File: config.mk
export PLATFORM = sky130hd
export DESIGN_NAME = fp_add_arbiter
export DESIGN_NICKNAME = d
export VERILOG_FILES = /design/src/rtl/fp_add_arbiter.sv
export SDC_FILE = /design/constraint.sdc
export NUM_CORES = 1
export LEC_CHECK = 0
export CORE_ASPECT_RATIO = 1.1
export CORE_MARGIN = 2
export CORE_UTILIZATION = 35
export DETAILED_ROUTE_END_ITERATION = 10
export REMOVE_ABC_BUFFERS = 1
export SYNTH_ARGS = -nofsm -noshare
export SYNTH_HDL_FRONTEND = slang
export SYNTH_SLANG_ARGS = --single-unit
File: constraint.sdc
create_clock -name clk -period 3.5 [get_ports clk]
set_clock_uncertainty 0.05 [all_clocks]
set_input_delay 1.05 -clock clk [delete_from_list [all_inputs] [get_ports clk]]
set_output_delay 1.05 -clock clk [all_outputs]
set_load 0.02 [all_outputs]
File: src/rtl/fp_add_arbiter.sv
// Round-robin arbiter sharing one fixed-latency FP adder among N_REQ requesters.
// Per-requester credits bound in-flight work plus buffered results, so each
// response FIFO always has room for the results that are already in the pipe.
module fp_add_arbiter #(
  parameter int unsigned N_REQ      = 4,
  parameter int unsigned LAT        = 2,
  parameter int unsigned RESP_DEPTH = 4
) (
  input  logic                 clk,
  input  logic                 reset,
  input  logic [N_REQ-1:0]     req_valid,
  output logic [N_REQ-1:0]     req_ready,
  input  logic [32*N_REQ-1:0]  req_a,
  input  logic [32*N_REQ-1:0]  req_b,
  output logic [N_REQ-1:0]     rsp_valid,
  input  logic [N_REQ-1:0]     rsp_ready,
  output logic [32*N_REQ-1:0]  rsp_result,
  output logic [31:0]          core_a,
  output logic [31:0]          core_b,
  input  logic [31:0]          core_result,
  output logic                 busy
);

  localparam int unsigned DW    = 32;
  localparam int unsigned PTR_W = (N_REQ > 1) ? $clog2(N_REQ) : 1;
  localparam int unsigned CNT_W = $clog2(RESP_DEPTH + 1);
  localparam int unsigned AW    = $clog2(RESP_DEPTH);
  localparam int unsigned PW    = AW + 1;

  logic [PTR_W-1:0] ptr;
  logic [CNT_W-1:0] cnt [N_REQ];
  logic [N_REQ-1:0] eligible;
  logic [N_REQ-1:0] push;
  logic [N_REQ-1:0] pop;
  logic             grant_valid;
  logic [PTR_W-1:0] grant_idx;

  logic             tag_valid [LAT+1];
  logic [PTR_W-1:0] tag_id    [LAT+1];

  logic [DW-1:0]    mem  [N_REQ][RESP_DEPTH];
  logic [PW-1:0]    wptr [N_REQ];
  logic [PW-1:0]    rptr [N_REQ];

  // A requester may be granted only while it holds a free credit
  always_comb begin
    eligible = '0;
    for (int unsigned i = 0; i < N_REQ; i++) begin
      eligible[i] = !reset && req_valid[i] && (cnt[i] < CNT_W'(RESP_DEPTH));
    end
  end

  // Round-robin pick: first eligible index at or after ptr
  always_comb begin
    int unsigned idx;
    grant_valid = 1'b0;
    grant_idx   = '0;
    req_ready   = '0;
    idx         = 0;
    for (int unsigned k = 0; k < N_REQ; k++) begin
      idx = (32'(ptr) + k) % N_REQ;
      if (!grant_valid && eligible[PTR_W'(idx)]) begin
        grant_valid = 1'b1;
        grant_idx   = PTR_W'(idx);
      end
    end
    if (grant_valid) begin
      req_ready[grant_idx] = 1'b1;
    end
  end

  // Pointer, operand registers and the tag pipeline that tracks adder results
  always_ff @(posedge clk) begin
    if (reset) begin
      ptr    <= '0;
      core_a <= '0;
      core_b <= '0;
      for (int unsigned k = 0; k <= LAT; k++) begin
        tag_valid[k] <= 1'b0;
        tag_id[k]    <= '0;
      end
    end else begin
      if (grant_valid) begin
        core_a <= req_a[DW*32'(grant_idx) +: DW];
        core_b <= req_b[DW*32'(grant_idx) +: DW];
        ptr    <= (grant_idx == PTR_W'(N_REQ - 1)) ? '0 : grant_idx + PTR_W'(1);
      end
      tag_valid[0] <= grant_valid;
      tag_id[0]    <= grant_idx;
      for (int unsigned k = 1; k <= LAT; k++) begin
        tag_valid[k] <= tag_valid[k-1];
        tag_id[k]    <= tag_id[k-1];
      end
    end
  end

  // Result lands in the FIFO of the tagged requester; pops follow the handshake
  always_comb begin
    push = '0;
    pop  = '0;
    for (int unsigned i = 0; i < N_REQ; i++) begin
      push[i] = tag_valid[LAT] && (tag_id[LAT] == PTR_W'(i));
      pop[i]  = rsp_valid[i] && rsp_ready[i];
    end
  end

  // FIFO heads are presented directly from storage, never from core_result
  always_comb begin
    rsp_valid  = '0;
    rsp_result = '0;
    for (int unsigned i = 0; i < N_REQ; i++) begin
      rsp_valid[i]            = !reset && (wptr[i] != rptr[i]);
      rsp_result[DW*i +: DW]  = mem[i][rptr[i][AW-1:0]];
    end
  end

  // Busy while any requester has work in flight or buffered
  always_comb begin
    busy = 1'b0;
    for (int unsigned i = 0; i < N_REQ; i++) begin
      if (cnt[i] != '0) begin
        busy = 1'b1;
      end
    end
    if (reset) begin
      busy = 1'b0;
    end
  end

  // Credit counters and FIFO pointers
  always_ff @(posedge clk) begin
    if (reset) begin
      for (int unsigned i = 0; i < N_REQ; i++) begin
        cnt[i]  <= '0;
        wptr[i] <= '0;
        rptr[i] <= '0;
      end
    end else begin
      for (int unsigned i = 0; i < N_REQ; i++) begin
        if (push[i]) begin
          wptr[i] <= wptr[i] + PW'(1);
        end
        if (pop[i]) begin
          rptr[i] <= rptr[i] + PW'(1);
        end
        if (req_ready[i] && !pop[i]) begin
          cnt[i] <= cnt[i] + CNT_W'(1);
        end else if (!req_ready[i] && pop[i]) begin
          cnt[i] <= cnt[i] - CNT_W'(1);
        end
      end
    end
  end

  // FIFO storage write
  always_ff @(posedge clk) begin
    if (!reset) begin
      for (int unsigned i = 0; i < N_REQ; i++) begin
        if (push[i]) begin
          mem[i][wptr[i][AW-1:0]] <= core_result;
        end
      end
    end
  end

endmodule
== Yosys cells after proc, flatten, opt, wreduce, memory -nomap -nowiden ==
Memories as Yosys holds them, arrays and structs flattened.
Cells that the tools add are included.
W data, S select, Z words.

* Bits in registers: 66
* RAM bits: 557
* Bits of input ports: 298
* Output and inout bits: 201
* Word-level logic and storage cells: 282
* Memories kept: 6

{| class="wikitable"
|+ Memory list
! name !! words !! width !! read ports !! clocked after memory_dff !! wr ports !! RTL line !! source
|-
| mem || 4 || 128 || 4 || 0 || 1 || 41 || <nowiki>logic [DW-1:0] mem [N_REQ][RESP_DEPTH];</nowiki>
|-
| cnt || 4 || 3 || 4 || 0 || 4 || 31 || <nowiki>logic [CNT_W-1:0] cnt [N_REQ];</nowiki>
|-
| rptr || 4 || 3 || 4 || 0 || 4 || 43 || <nowiki>logic [PW-1:0] rptr [N_REQ];</nowiki>
|-
| wptr || 4 || 3 || 4 || 0 || 4 || 42 || <nowiki>logic [PW-1:0] wptr [N_REQ];</nowiki>
|-
| tag_id || 3 || 2 || 3 || 0 || 3 || 39 || <nowiki>logic [PTR_W-1:0] tag_id [LAT+1];</nowiki>
|-
| tag_valid || 3 || 1 || 3 || 0 || 3 || 38 || <nowiki>logic tag_valid [LAT+1];</nowiki>
|}

* Add/subtract/negate cells: 20
* Order comparisons: 22
* Eq/ne operators: 8
* Shift-type cells: 2
* Multiplexer cells: 135
* Bitwise gates (word level): 30
* Reduce and logical (&&, ||, !) cells: 56

{| class="wikitable"
|+ Operators by type and width
! cell !! number
|-
| $mux W128 || 10
|-
| $mux W32 || 12
|-
| $reduce_or A128 Y1 || 3
|-
| $bmux W32 S2 || 4
|-
| $demux W32 S2 || 4
|-
| $shiftx A128 B8 Y32 || 2
|-
| $mux W1 || 72
|-
| $mux W3 || 16
|-
| $add A3 B1 Y3 const B || 12
|-
| $logic_and A1 B1 Y1 || 36
|-
| $ge A3 B3 Y1 const B || 8
|-
| $not A2 Y3 || 8
|-
| $mux W2 || 11
|-
| $or A1 B1 Y1 || 22
|-
| $lt A2 B3 Y1 const B || 5
|-
| $logic_not A1 Y1 || 12
|-
| $lt A3 B1 Y1 const B || 4
|-
| $lt A3 B3 Y1 const B || 4
|-
| $ne A3 B3 Y1 || 4
|-
| $reduce_bool A3 Y1 || 4
|-
| $sub A3 B1 Y3 const B || 4
|-
| $bmux W1 S2 || 4
|-
| $eq A2 B2 Y1 const B || 3
|-
| $add A2 B1 Y2 const B || 2
|-
| other kinds (6) || 7
|}

== Depth between registers and ports, before layout ==
* Depth after elaboration: 27
* Depth in mapped cells: 15
* Mapped depth without buffers: 12

== Worst setup path after synthesis ==
OpenSTA, ideal clock, no wires.

* Path kind: input to output
* Start point: input req_valid[2]
* End point: output req_ready[0]
* Data arrival time: 2.542 ns
* Data required time: 2.400 ns
* Path slack: -0.142 ns
* Stages: 9
* Buffers on the path: 3
* Cells stage by stage: nand2b_4 > o31ai_2 > o22ai_1 > o21ai_1 > buf_2 > inv_2 > buf_6 > buf_4 > nor3_1

* Cells in the longest elaborated chain, start to end: 19

{| class="wikitable"
|+ RTL lines
! item !! RTL line !! source
|-
| start, declared || 11 || <nowiki>input logic [N_REQ-1:0] req_valid,</nowiki>
|-
| $logic_and A1 B1 Y1 * (2 in series) || 49 || <nowiki>eligible[i] = !reset && req_valid[i] && (cnt[i] < CNT_W'(RESP_DEPTH));</nowiki>
|-
| $bmux W1 S2 || 62 || <nowiki>if (!grant_valid && eligible[PTR_W'(idx)]) begin</nowiki>
|-
| $mux W1 (not written as such) || 62 ||
|-
| $mux W1 || 62 ||
|-
| $logic_not A1 Y1 || 62 ||
|-
| $logic_and A1 B1 Y1 || 62 ||
|-
| $mux W1 || 62 ||
|-
| $logic_not A1 Y1 || 62 ||
|-
| [... 2 more ...] || - ||
|-
| $logic_not A1 Y1 || 62 ||
|-
| $logic_and A1 B1 Y1 || 62 ||
|-
| $mux W2 || 62 ||
|-
| $lt A2 B3 Y1 (not written as such) or $ge A2 B1 Y1 (tied branches) || 68 || <nowiki>req_ready[grant_idx] = 1'b1;</nowiki>
|-
| $logic_and A1 B1 Y1 (not written as such) || 68 ||
|-
| $mux W1 (not written as such) || 68 ||
|-
| $demux W1 S2 || 68 ||
|-
| $mux W4 * || 67 || <nowiki>if (grant_valid) begin</nowiki>
|-
| end, declared || 12 || <nowiki>output logic [N_REQ-1:0] req_ready,</nowiki>
|}

Mark *: on every way between the ends. The rest lies on a longest branch, timed or not. The select of a mux whose other input is x is not followed.

== Worst setup path after layout ==
* Start point: input reset
* End point: output req_ready[1]

* Cells in the longest elaborated chain, start to end: 20

{| class="wikitable"
|+ RTL lines
! item !! RTL line !! source
|-
| start, declared || 10 || <nowiki>input logic reset,</nowiki>
|-
| $logic_not A1 Y1 * || - ||
|-
| $logic_and A1 B1 Y1 (2 in series) || 49 ||
|-
| $bmux W1 S2 || 62 ||
|-
| $mux W1 (not written as such) || 62 ||
|-
| $mux W1 || 62 ||
|-
| $logic_not A1 Y1 || 62 ||
|-
| $logic_and A1 B1 Y1 || 62 ||
|-
| $mux W1 || 62 ||
|-
| [... 3 more ...] || - ||
|-
| $logic_not A1 Y1 || 62 ||
|-
| $logic_and A1 B1 Y1 || 62 ||
|-
| $mux W2 || 62 ||
|-
| $lt A2 B3 Y1 (not written as such) or $ge A2 B1 Y1 (tied branches) || 68 ||
|-
| $logic_and A1 B1 Y1 (not written as such) || 68 ||
|-
| $mux W1 (not written as such) || 68 ||
|-
| $demux W1 S2 || 68 ||
|-
| $mux W4 * || 67 ||
|}

Marks and branches as above.

==> qor.csv <==
stage,metric,value,unit
synth,yosys.area.top_type_share,63.94,%
synth,synthAdderAreaFrac,1.449,%
floorplanning,io_pins,499,
run,drv_cap,0,
clock_network,clk_path_buf_depth,3,
power,peakVddDrop,0.2672,mV
route,final_antenna_net_count,0,
worst_setup_path,worstSetupPathType,in2out,
sta,max_slew_margin,43.72,%
route,vias,15476,
layout,area_delta_synth_final,35.90,%
layout,layout_commonest_cell,edfxtp_1,
floorplanning,die_area,0.07572,mm^2
synth,synthXorXnorAreaFrac,0.9189,%
synth,netlist_area,0.02574,mm^2
global_routing,grt_pass1_vias,16447,
worst_setup_path,worstSetupEndpointType,primary output,
sta,final.min_clock_period,3.525,ns
synth,yosys-mux-area-fraction,16.30,%
worst_setup_path,worstPathMaxFanout,5,
layout,final.fill_count,6137,
sta,setup_violations,2,
sta,finalHoldViolCount,0,
route,drc,0,
sta,worst_slack,-0.02544,ns
status,violations,negative setup slack,
hold_path,hold_path_class,reg2reg,
clock_network,clk_latency,0.59,ns
synth,ys_ff_latch,623,
placement,gp_congestion,0.8313,
worst_setup_path,cp-start-kind,input pin,
route,dr.pass1.iters,5,
floorplanning,dieWidth,262.5,um
placement,io_buffers,498,
power,power,18700,uW
clock_network,ctsHoldBuffers,0,
synth,yosys-top-cells-area,"edfxtp_1 (64%), mux4_2 (11%), dfxtp_1 (5.8%)",
synth,yosys.area_share.simple,6.855,%
route,post_drt_via_cell_ratio,5.109,
clock_network,cts_tree,yes,
layout,drive_gt1_share,18.39,%
synth,synth_top_family_by_area,multiplexers,
layout,final_core_util,47.91,%
sta,max_clock_freq,0.2837,GHz
layout,multi_input_area,0.007417,mm^2
status,status,"complete, but fails checks",
global_routing,grt_pass1_wl,107900,um
global_routing,overflow,0,
clock_network,numCtsBuffers,69,
synth,yosysWarningCount,0,
clock_network,cts.sinks,623,
sta,fin_tns_setup,-0.02640,ns
power,p_per_area,534.8,mW/mm^2
worst_setup_path,worstPathRequired,2.40,ns
floorplanning,fp.coreArea,0.07300,mm^2
layout,register_area,0.01796,mm^2
route,wirelength,74190,um
synth,synth.avg_cell_area,17.80,um^2
placement,dp_hpwl,49540,um
sta,rsz0062_at_grt,yes,
route,wire_per_inst,24.49,um
sta,whs,0.3830,ns
floorplanning,initial_core_util,35.25,%
worst_setup_path,critPathArrivalTime,2.43,ns
layout,fin_area,0.03497,mm^2
floorplanning,rows,104,
power,leakage,0.01198,uW
layout,layout_common_cells,"edfxtp_1 (548), clkdlybuf4s50_1 (365), mux2i_1 (131)",
sta,period_share,100.7,%
global_routing,grt_max_degree,102,
global_routing,track_usage,19.45,%
route,drtIter0Drc,721,
synth,yosysTopAreaCell,edfxtp_1,
floorplanning,die_h,288.4,um
clock_network,h-tree-depth,3,
synth,synth_compound_area_share,2.723,%
layout,nets,2347,
clock_network,cts.clk_slew.worst_paths,0.05,ns
sta,tightest_slew,0.8442,ns
synth,synth.distinct_cells,43,
clock_network,clock-root-buffer,clkbuf_16,
global_routing,antenna_found_initial,10,
placement,place_area,0.03266,mm^2
synth,syn_inst,1446,
synth,synth_seq_area_share,69.77,%
sta,maxSlewViolCount,0,
[power by group]
group | internal, uW | leakage (uW) | switching (uW)
registers | 8330 | 0.00560 | 164
logic | 1550 | 0.00534 | 1700
clock network | 4030 | 0.00104 | 2920
[timing repair]
action,4_1_cts,5_1_grt
buffers inserted,11,2
pin swaps,9,9
resized for setup,184,16
cloned,1,0
setup endpoints to repair,137,14
[registers in the layout (all words and copies together) (netlist names)]
signal,count
tag_valid,3
ptr,2
tag_id,6
mem,512
core_b,32
core_a,32
wptr,12
cnt,12
rptr,12
[per-stage QoR]
stage | worst slack [ns] | std cells
global placement | -0.9636 | 2890
finish | -0.02544 | 3029
CTS | -0.1307 | 3024
detailed placement | -1.002 | 2890
floorplan | -6.937 | 1353
global route | -0.09000 | 3027
[routing by layer]
layer / GRT usage [%] / wire length (um) / vias up
li1: - / - / 6884
met1: 22.07 / 27800 / 7935
met2: 36.15 / 39520 / 551
met3: 4.528 / 4831 / 100
met4: 6.336 / 1994 / 6
met5: 0 / 43 / -
[logic make-up (layout without fill, tap and decap cells)]
group	after synthesis	after routing
flops	623	623
simple gates	293	293
mux	259	259
buf+inv	118	744
compound gates	98	98
fa+ha+maj	28	28
xor+xnor	27	27
other cells	0	3
[cells in the mapped netlist, drive strengths merged]
cell	number
mux2i	131
nor2	27
o22ai	3
nand4	1
xnor2	26
mux4	128
and3	15
clkbuf	50
nand2b	8
buf	43
a21oi	12
nor3b	128
a31o	1
nand3	4
a22oi	1
o211ai	64
o21ai	4
edfxtp	548
or2	1
and2	14
nor3	4
xor2	1
nor4	1
ha	25
a31oi	5
a21o	5
nor2b	11
nor4b	1
nand2	76
inv	25
o31ai	2
dfxtp	75
o21bai	1
fa	3
nand3b	2
[cell type report]
cell class	instances	share of cell area, %
Clock buffer	85	5.109
Tap cell	954	3.413
Clock inverter	37	1.027
Timing Repair Buffer	597	17.60
Sequential cell	623	51.35
Antenna cell	3	0.02146
Inverter	25	0.2755
Multi-Input combinational cell	705	21.21
[worst max-delay path, stage by stage]
cell and delay, ns:
clkbuf_4 0.16, o31ai_4 0.28, o22ai_2 0.14, o21ai_4 0.18, inv_4 0.08, buf_6 0.12
ha_4 0.15, and2_4 0.14, buf_6 0.12
[path summary, 6_finish.rpt]
| path | slack (ns) | cells past startpoint | end | from |
|---|---|---|---|---|
| max reg2reg | 0.31 | 10 | core_b[28] | cnt[1][2] |
| max | -0.03 | 9 | req_ready[1] | reset |
| min | 0.38 | 1 | tag_id[0][2] | tag_id[0][0] |
| min reg2reg | 0.38 | 1 | tag_id[0][2] | tag_id[0][0] |
Power figures use the tool's default switching activity.
